## src/rtl/shift_add_mult8_if.sv

```systemverilog
// Handshake bundle for the shift-and-add multiplier: request/operands in, status/product out.
interface shift_add_mult8_if #(parameter int WIDTH = 8);
  logic               START;
  logic [WIDTH-1:0]   MCAND;
  logic [WIDTH-1:0]   MPLIER;
  logic               BUSY;
  logic               DONE;
  logic [2*WIDTH-1:0] PRODUCT;

  modport master (output START, MCAND, MPLIER, input BUSY, DONE, PRODUCT);
  modport slave  (input START, MCAND, MPLIER, output BUSY, DONE, PRODUCT);
endinterface

```

## src/rtl/shift_add_mult8.sv

```systemverilog
// Sequential unsigned WIDTHxWIDTH shift-and-add multiplier driving an external WIDTH-bit adder.
// One add-and-shift step per RUN cycle; product registered on the last step.
module shift_add_mult8 #(
  parameter int WIDTH = 8
) (
  input  logic             CLK,
  input  logic             RST_N,
  shift_add_mult8_if.slave bus,
  output logic [WIDTH-1:0] ADD_A,
  output logic [WIDTH-1:0] ADD_B,
  output logic             ADD_CIN,
  input  logic [WIDTH-1:0] ADD_SUM,
  input  logic             ADD_CARRY
);

  localparam int CW = $clog2(WIDTH + 1);
  localparam logic [CW-1:0] LAST = CW'(WIDTH - 1);

  typedef enum logic [1:0] {IDLE, RUN, FIN} state_t;

  state_t               state_q, state_d;
  logic [WIDTH-1:0]     m_q, m_d;
  logic [WIDTH-1:0]     p_hi_q, p_hi_d;
  logic [WIDTH-1:0]     q_q, q_d;
  logic [CW-1:0]        count_q, count_d;
  logic                 busy_q, busy_d;
  logic                 done_q, done_d;
  logic [2*WIDTH-1:0]   product_q, product_d;
  logic [2*WIDTH-1:0]   shifted;

  // Adder carry becomes the new MSB, so no product bit is ever dropped.
  assign shifted = {ADD_CARRY, ADD_SUM, q_q[WIDTH-1:1]};

  always_comb begin
    state_d   = state_q;
    m_d       = m_q;
    p_hi_d    = p_hi_q;
    q_d       = q_q;
    count_d   = count_q;
    busy_d    = busy_q;
    done_d    = done_q;
    product_d = product_q;
    case (state_q)
      IDLE, FIN: begin
        state_d = IDLE;
        busy_d  = 1'b0;
        done_d  = 1'b0;
        if (bus.START) begin
          state_d = RUN;
          busy_d  = 1'b1;
          m_d     = bus.MCAND;
          q_d     = bus.MPLIER;
          p_hi_d  = '0;
          count_d = '0;
        end
      end
      RUN: begin
        {p_hi_d, q_d} = shifted;
        count_d       = count_q + CW'(1);
        if (count_q == LAST) begin
          state_d   = FIN;
          busy_d    = 1'b0;
          done_d    = 1'b1;
          product_d = shifted;
        end
      end
      default: begin
        state_d = IDLE;
        busy_d  = 1'b0;
        done_d  = 1'b0;
      end
    endcase
  end

  always_ff @(posedge CLK or negedge RST_N) begin
    if (!RST_N) begin
      state_q   <= IDLE;
      m_q       <= '0;
      p_hi_q    <= '0;
      q_q       <= '0;
      count_q   <= '0;
      busy_q    <= 1'b0;
      done_q    <= 1'b0;
      product_q <= '0;
    end else begin
      state_q   <= state_d;
      m_q       <= m_d;
      p_hi_q    <= p_hi_d;
      q_q       <= q_d;
      count_q   <= count_d;
      busy_q    <= busy_d;
      done_q    <= done_d;
      product_q <= product_d;
    end
  end

  // Adder inputs come straight from registers so they are defined in every state.
  assign ADD_A   = p_hi_q;
  assign ADD_B   = q_q[0] ? m_q : '0;
  assign ADD_CIN = 1'b0;

  assign bus.BUSY    = busy_q;
  assign bus.DONE    = done_q;
  assign bus.PRODUCT = product_q;

endmodule

```

## src/flat_wrapper.sv

```systemverilog
// flat-port wrapper written by rule: the top's interface ports become plain ports
module shift_add_mult8_flat 
#(
  parameter int WIDTH = 8
)
  (CLK, RST_N, ADD_A, ADD_B, ADD_CIN, ADD_SUM, ADD_CARRY, bus_START, bus_MCAND, bus_MPLIER, bus_BUSY, bus_DONE, bus_PRODUCT);
  shift_add_mult8_if #(.WIDTH(WIDTH)) bus_i ();
  input  logic CLK;
  input  logic RST_N;
  output logic [WIDTH-1:0] ADD_A;
  output logic [WIDTH-1:0] ADD_B;
  output logic ADD_CIN;
  input  logic [WIDTH-1:0] ADD_SUM;
  input  logic ADD_CARRY;
  input wire logic [$bits(bus_i.START)-1:0] bus_START;
  input wire logic [$bits(bus_i.MCAND)-1:0] bus_MCAND;
  input wire logic [$bits(bus_i.MPLIER)-1:0] bus_MPLIER;
  output wire logic [$bits(bus_i.BUSY)-1:0] bus_BUSY;
  output wire logic [$bits(bus_i.DONE)-1:0] bus_DONE;
  output wire logic [$bits(bus_i.PRODUCT)-1:0] bus_PRODUCT;
  assign bus_i.START = bus_START;
  assign bus_i.MCAND = bus_MCAND;
  assign bus_i.MPLIER = bus_MPLIER;
  assign bus_BUSY = bus_i.BUSY;
  assign bus_DONE = bus_i.DONE;
  assign bus_PRODUCT = bus_i.PRODUCT;
  shift_add_mult8 #(.WIDTH(WIDTH)) u_core (.CLK(CLK), .RST_N(RST_N), .bus(bus_i), .ADD_A(ADD_A), .ADD_B(ADD_B), .ADD_CIN(ADD_CIN), .ADD_SUM(ADD_SUM), .ADD_CARRY(ADD_CARRY));
endmodule
```

## config.mk

```make
export PLATFORM = sky130hd
export DESIGN_NAME = shift_add_mult8_flat
export DESIGN_NICKNAME = d
export VERILOG_FILES = /design/src/rtl/shift_add_mult8_if.sv /design/src/rtl/shift_add_mult8.sv /design/src/flat_wrapper.sv
export SDC_FILE = /design/constraint.sdc
export NUM_CORES = 1
export LEC_CHECK = 0
export CAP_MARGIN = 5
export CORE_ASPECT_RATIO = 0.8
export CORE_MARGIN = 10
export CORE_UTILIZATION = 49
export DETAILED_ROUTE_END_ITERATION = 6
export PLACE_DENSITY = 0.84
export SYNTH_ARGS = -nofsm -noshare
export SYNTH_HDL_FRONTEND = slang
export SYNTH_SLANG_ARGS = --single-unit
```

## constraint.sdc

```tcl
create_clock -name CLK -period 3 [get_ports CLK]
set_input_delay 0.6 -clock CLK [delete_from_list [all_inputs] [get_ports CLK]]
set_output_delay 0.6 -clock CLK [all_outputs]
set_load 0.01 [all_outputs]
```

==> out/metrics.csv, run 1 <==
stage;metric;value;unit
final_layout;Non-Filler Instances;247;
final_layout;Fill cells;269;
pwr;power per cell area;1070;nW/um^2
worst_setup_path;Worst EP arrival;2290;ps
sta;FMAX;475;MHz
yosys;Syn Nets;157;
sta;Final WS setup;894;ps
sta;final hold viol count;0;
yosys;top cells by count, synth;47 x dfrtp_1, 17 x a22o_1, 17 x mux2_2;
yosys;Synth Register Bits;47;
floorplan;Die Y;76.3;um
worst_setup_path;startpoint types;register;
worst_setup_path;R2R depth;5;
yosys;largest cells by area after synthesis;dfrtp_1 60%, mux2_2 9.8%, a22o_1 7.7%;
clocking;number of hold buffers added after cts;0;
floorplan;die area;6900;sq um
sta;final setup fails;0;
placement;port buffer count;61;
detailed_routing;Post-Route WL;4.44;mm
hold_path;Worst Hold Class;in -> async;
final_layout;layout cells sized above 1;21.9;%
global_route;number of global-route vias before repair;1427;
floorplan;cell row count;20;
sta;Max transition margin;32.6;%
yosys;yosys warns;0;
clocking;CTS-repair resized insts;0;
placement;dpl hpwl;3.37;mm
yosys;Post-synth ARST share;100;%
global_route;initial antenna violation count;0;
yosys;dominant cell type by area after synthesis;dfrtp_1;
floorplan;core area;3800;sq um
worst_setup_path;Critical R2R Launch;u_core.count_q[0]$_DFFE_PN0P_;
sta;Fin Hold WS;471;ps
yosys;Netlist Area Pre-Place;1940;sq um
clocking;H-tree depth;2;
final_layout;P&R area growth vs syn;37.3;%
yosys;Compound-Gate Fraction of Synth Area;11.6;%
final_layout;Final nets;220;
yosys;mux contribution to synthesized area;17.8;%
global_route;largest net degree at the start of global routing;48;
clocking;worst-skew pair later-pin latency;290;ps
job;max_cap viols;0;
clocking;clock slew at reported path FFs;80;ps
global_route;GRT overflow;0;
sta;Final period util;70.2;%
clocking;clk sinks;47;
floorplan;Starting Density;51.1;%
clocking;clk buf depth;2;
yosys;largest family of logic cells by synthesized area;multiplexers;
sta;Setup Skew;6.63;ps
detailed_routing;DRT iter0 DRCs;125;
sta;min cycle time layout;2110;ps
yosys;most frequent cell after synthesis;dfrtp_1;
yosys;synthesized area per cell;15.2;sq um
detailed_routing;WL/cell;18.0;um
sta;RSZ-0062 raised after global routing;false;
final_layout;multi-input logic area;716;sq um
yosys;Seq/Total Area, Yosys;60.5;%
pwr;Peak supply drop;0.516;mV
global_route;first-pass GRT wire length;7.58;mm
floorplan;num ports;63;
final_layout;Register Area;1180;sq um
sta;Final Max Slew Viols;0;
pwr;Static Leak;1.21;nW
placement;Area after DPL;2590;sq um
worst_setup_path;Critical Path End Type;register;
sta;Fin Setup TNS;0;ps
yosys;Synth Area in Adders;0.644;%
detailed_routing;Pre-antenna DRT Iters;4;
outcome;status;finished, final reports clean;
worst_setup_path;crit path max fanout;13;
detailed_routing;via density per instance;5.13;
yosys;Post-Synth XOR/XNOR Area;0;%
worst_setup_path;r2r setup slk;890;ps
clocking;cts bufs inserted;5;
yosys;post-synth top area share;60.5;%
sta;Slew @ Worst Pin;1010;ps
clocking;root buf cell;clkbuf_8;
placement;Setup WS pre-CTS;737;ps
yosys;area share of and/or/nand/nor cells after synthesis;6.37;%
yosys;Post-Syn Instances;128;
yosys;Top FF cell, synth;dfrtp_1;
global_route;Total GRT Usage;13.4;%
final_layout;# diodes;0;
worst_setup_path;Setup CP Type;reg -> reg;
yosys;unique cell type count in the Yosys netlist;22;
floorplan;die extent in x;90.4;um
detailed_routing;DR DRC count;0;
final_layout;final core utilization;70.2;%
detailed_routing;vias;1266;
worst_setup_path;r2r endpoint;u_core.bus.PRODUCT[11]$_DFFE_PN0P_;
pwr;Pwr Total;2.85;mW
clocking;number of post-CTS setup repair buffers;0;
placement;placed instance count;239;
worst_setup_path;Crit path required time;3180;ps
clocking;CTS tree;built;
placement;GP Congestion;0.741;
final_layout;Design Area, Final;2670;sq um
yosys;Post-synth EDFFs;0;
detailed_routing;antenna-violating nets left;0;
## area by class of cell
cell class                 count  share of cell area, %
clock buffer                   7                   2.86
clock inverter                 1                  0.187
multi-input combinational     73                   26.8
sequential                    47                   44.0
tap                           55                   2.58
timing repair buffer          64                   23.5
## layer usage
| metal | GRT usage (%) | vias to the layer above | wire length (um) |
|---|---|---|---|
| met3 | 5.71 | 5 | 341 |
| met5 | 0 | - | 0 |
| met1 | 16.7 | 627 | 1930 |
| li1 | - | 589 | - |
| met2 | 20.7 | 45 | 2120 |
| met4 | 3.81 | 0 | 47 |
## cell usage in the layout, fill, tap and decap left out
| master | n |
|---|---|
| nand4_1 | 1 |
| buf_2 | 1 |
| clkdlybuf4s50_1 | 60 |
| nor2_2 | 1 |
| mux2_4 | 9 |
| nand3b_4 | 1 |
| buf_4 | 3 |
| nand2b_1 | 1 |
| nor3b_4 | 1 |
| ha_1 | 1 |
| clkbuf_8 | 5 |
| nor2b_2 | 1 |
| mux2_2 | 17 |
| and2_1 | 8 |
| a21o_2 | 1 |
| conb_1 | 1 |
| dfrtp_1 | 47 |
| nand2_1 | 1 |
| a31o_2 | 1 |
| clkbuf_1 | 2 |
| clkinv_2 | 1 |
| mux2i_1 | 2 |
| nor2b_1 | 1 |
| a22o_1 | 17 |
| a21o_1 | 8 |
## report_power, final
part           switching [mW]  internal, mW  total (mW)  leakage (nW)
Combinational           0.509         0.832        1.34         0.592
Sequential              0.207         0.947        1.15         0.571
Clock                   0.195         0.164       0.358        0.0422
Total                   0.911          1.94        2.85          1.21
## state kept, by name (all words and copies together) (netlist names)
register	cells
u_core.ADD_A	8
u_core.bus.BUSY	1
u_core.bus.DONE	1
u_core.bus.PRODUCT	16
u_core.count_q	4
u_core.m_q	8
u_core.q_q	8
u_core.state_q	1
## logic make-up (layout without fill, tap and decap cells)
| group | Yosys count | count (layout) |
|---|---|---|
| multiplexers | 28 | 28 |
| flip-flops | 47 | 47 |
| AO/OA/AOI/OAI | 27 | 27 |
| adder cells (fa/ha/maj) | 1 | 1 |
| other | 1 | 1 |
| AND/OR/NAND/NOR | 16 | 16 |
| buffers and inverters | 8 | 72 |
## how the worst max path moves through the flow
stage,from,to,slack [ps],depth (start not counted)
2_1_floorplan,u_core.count_q[0]$_DFFE_PN0P_,u_core.bus.PRODUCT[10]$_DFFE_PN0P_,1340,5
3_3_place_gp,bus_START,u_core.count_q[0]$_DFFE_PN0P_,770,5
3_5_place_dp,bus_START,u_core.count_q[0]$_DFFE_PN0P_,740,5
4_1_cts,u_core.count_q[0]$_DFFE_PN0P_,u_core.bus.PRODUCT[11]$_DFFE_PN0P_,870,5
5_1_grt,u_core.count_q[1]$_DFFE_PN0P_,u_core.bus.PRODUCT[11]$_DFFE_PN0P_,750,5
6_report,u_core.count_q[0]$_DFFE_PN0P_,u_core.bus.PRODUCT[11]$_DFFE_PN0P_,890,5
## critical path, cell delays in order (launching register included)
cell	delay [ps]
dfrtp_1	400
ha_1	250
nand3b_4	110
nor3b_4	640
buf_4	290
mux2_4	310
(Power assumes the default switching activity.)
==> run 2: changes to the inputs <==
--- a/config.mk
+++ b/config.mk
@@ -8,9 +8,9 @@
 export CAP_MARGIN = 5
 export CORE_ASPECT_RATIO = 0.8
 export CORE_MARGIN = 10
-export CORE_UTILIZATION = 49
+export CORE_UTILIZATION = 45
 export DETAILED_ROUTE_END_ITERATION = 6
-export PLACE_DENSITY = 0.84
+export PLACE_DENSITY = 0.78
 export SYNTH_ARGS = -nofsm -noshare
 export SYNTH_HDL_FRONTEND = slang
 export SYNTH_SLANG_ARGS = --single-unit
==> constraint.sdc (replaced) <==
create_clock -name CLK -period 2.16 [get_ports CLK]
set_input_delay 0.432 -clock CLK [delete_from_list [all_inputs] [get_ports CLK]]
set_output_delay 0.432 -clock CLK [all_outputs]
set_load 0.01 [all_outputs]
==> out/metrics.csv, run 2 (synthesized netlist as in run 1, its figures left out) <==
stage;metric;value;unit;change
sta;Fin Setup TNS;0;ps;unchanged
floorplan;core area;4180;sq um;+9.8%
clocking;CTS-repair resized insts;0;;unchanged
floorplan;die area;7370;sq um;+6.7%
global_route;Total GRT Usage;12.5;%;-0.91 points
clocking;root buf cell;clkbuf_8;;
global_route;initial antenna violation count;0;;unchanged
worst_setup_path;crit path max fanout;9;;-4
clocking;worst-skew pair later-pin latency;290;ps;about the same
worst_setup_path;CP top delay family;buffers and inverters;;
detailed_routing;Post-Route WL;4.46;mm;+0.38%
sta;min cycle time layout;1890;ps;
worst_setup_path;Crit path required time;1730;ps;-1450 ps
worst_setup_path;Worst EP arrival;1460;ps;-830 ps
sta;Max transition margin;50.1;%;+18 points
detailed_routing;Pre-antenna DRT Iters;4;;unchanged
floorplan;Die Y;78.8;um;+3.2%
clocking;clk buf depth;2;;unchanged
sta;Final period util;87.7;%;
clocking;number of hold buffers added after cts;0;;unchanged
placement;dpl hpwl;3.19;mm;-5.5%
floorplan;num ports;63;;unchanged
clocking;clk sinks;47;;unchanged
sta;Slew @ Worst Pin;748;ps;-264 ps
sta;final setup fails;0;;unchanged
final_layout;Fill cells;315;;+17%
sta;Final Max Slew Viols;0;;unchanged
floorplan;cell row count;21;;+5.0%
worst_setup_path;Setup CP Type;reg -> out;;
detailed_routing;WL/cell;17.8;um;-0.82%
detailed_routing;via density per instance;5.19;;+1.2%
placement;port buffer count;61;;unchanged
worst_setup_path;Worst path slowest cell;clkdlybuf4s50_1;;
pwr;Peak supply drop;0.579;mV;+12%
clocking;clock slew at reported path FFs;80;ps;about the same
clocking;number of post-CTS setup repair buffers;0;;unchanged
pwr;Static Leak;1.22;nW;+0.94%
final_layout;Design Area, Final;2690;sq um;+0.56%
hold_path;Worst Hold Class;in -> async;;
detailed_routing;antenna-violating nets left;0;;unchanged
sta;RSZ-0062 raised after global routing;false;;
placement;Area after DPL;2600;sq um;+0.48%
final_layout;layout cells sized above 1;23.8;%;+2.0 points
sta;FMAX;528;MHz;
detailed_routing;DR DRC count;0;;unchanged
pwr;power per cell area;1480;nW/um^2;+38%
worst_setup_path;worst path bufs/invs;1;;unchanged
global_route;first-pass GRT wire length;7.42;mm;-2.1%
sta;final hold viol count;0;;unchanged
job;max_cap viols;0;;unchanged
worst_setup_path;Critical Path End Type;output port;;
detailed_routing;DRT iter0 DRCs;79;;-37%
final_layout;# diodes;0;;unchanged
final_layout;multi-input logic area;718;sq um;+0.35%
clocking;H-tree depth;2;;unchanged
final_layout;most common cell after layout, fill and taps aside;clkdlybuf4s50_1;;
global_route;largest net degree at the start of global routing;48;;unchanged
clocking;CTS tree;built;;
outcome;status;finished, final reports clean;;
worst_setup_path;startpoint types;register;;
final_layout;most frequent cells in the layout;60 x clkdlybuf4s50_1, 47 x dfrtp_1, 17 x a22o_1, 17 x mux2_2, 9 x mux2_4;;
floorplan;die extent in x;93.5;um;+3.4%
final_layout;Final nets;221;;+0.45%
sta;Setup Skew;3.29;ps;-3.34 ps
global_route;number of global-route vias before repair;1452;;+1.8%
final_layout;P&R area growth vs syn;38.1;%;
floorplan;Starting Density;46.5;%;-4.6 points
placement;GP Congestion;0.756;;+2.0%
clocking;cts bufs inserted;5;;unchanged
final_layout;Register Area;1180;sq um;unchanged
worst_setup_path;CP Cell Sequence;and2_1, clkdlybuf4s50_1;;
final_layout;max reg flops;16;;unchanged
worst_setup_path;Largest stage delay, worst path;530;ps;-110 ps
detailed_routing;vias;1297;;+2.4%
global_route;GRT overflow;0;;unchanged
run 2: cell type report:
| type | count | share of cell area (%) |
|---|---|---|
| multi-input combinational | 73 | 26.7 |
| clock inverter | 3 | 0.559 |
| tap | 57 | 2.66 |
| sequential | 47 | 43.8 |
| clock buffer | 5 | 2.56 |
| timing repair buffer | 65 | 23.7 |
run 2: worst paths after layout:
check | end | startpoint | slack, ps | cells past startpoint
min reg2reg | u_core.count_q[3]$_DFFE_PN0P_ | u_core.count_q[3]$_DFFE_PN0P_ | 490 | 1
min in group CLK | u_core.count_q[3]$_DFFE_PN0P_ | u_core.count_q[3]$_DFFE_PN0P_ | 490 | 1
max in group asynchronous | u_core.m_q[6]$_DFFE_PN0P_ | RST_N | 1550 | 2
min | u_core.ADD_A[6]$_DFFE_PN0P_ | RST_N | 220 | 2
max | ADD_B[2] | u_core.q_q[0]$_DFFE_PN0P_ | 270 | 2
max reg2reg | u_core.bus.PRODUCT[15]$_DFFE_PN0P_ | u_core.count_q[0]$_DFFE_PN0P_ | 410 | 5
run 2: layer usage:
layer | global-route usage (%) | vias to the layer above | wire (um)
met4 | 4.31 | 0 | 53
li1 | - | 587 | -
met2 | 20.3 | 49 | 2080
met5 | 0 | - | 0
met1 | 14.6 | 654 | 1900
met3 | 5.08 | 7 | 421
run 2: power by group:
group	switching, mW	total [mW]	internal (mW)
combinational	0.716	1.87	1.16
clock	0.273	0.494	0.221
sequential	0.290	1.60	1.31
run 2: through the flow:
step / hold WS [ps] / utilization (%) / total power, mW / setup slack (ps) / cells
finish: 219 / 64.3 / 3.97 / 267 / 250
global route: 262 / 64.3 / 4.25 / 175 / 250
CTS: 236 / 64.3 / 4.03 / 257 / 250
detailed placement: 482 / 62.3 / 3.52 / 247 / 242
global placement: 465 / 62.3 / 3.43 / 287 / 242
floorplan: 136 / - / 2.62 / 505 / 128
==> run 3: changes to the inputs <==
--- a/config.mk
+++ b/config.mk
@@ -10,6 +10,7 @@
 export CORE_MARGIN = 10
 export CORE_UTILIZATION = 45
 export DETAILED_ROUTE_END_ITERATION = 6
+export HOLD_SLACK_MARGIN = 0.05
 export PLACE_DENSITY = 0.78
 export SYNTH_ARGS = -nofsm -noshare
 export SYNTH_HDL_FRONTEND = slang
==> results of run 3 <==
Final layout, timing and power as in run 2 (identical DEF).
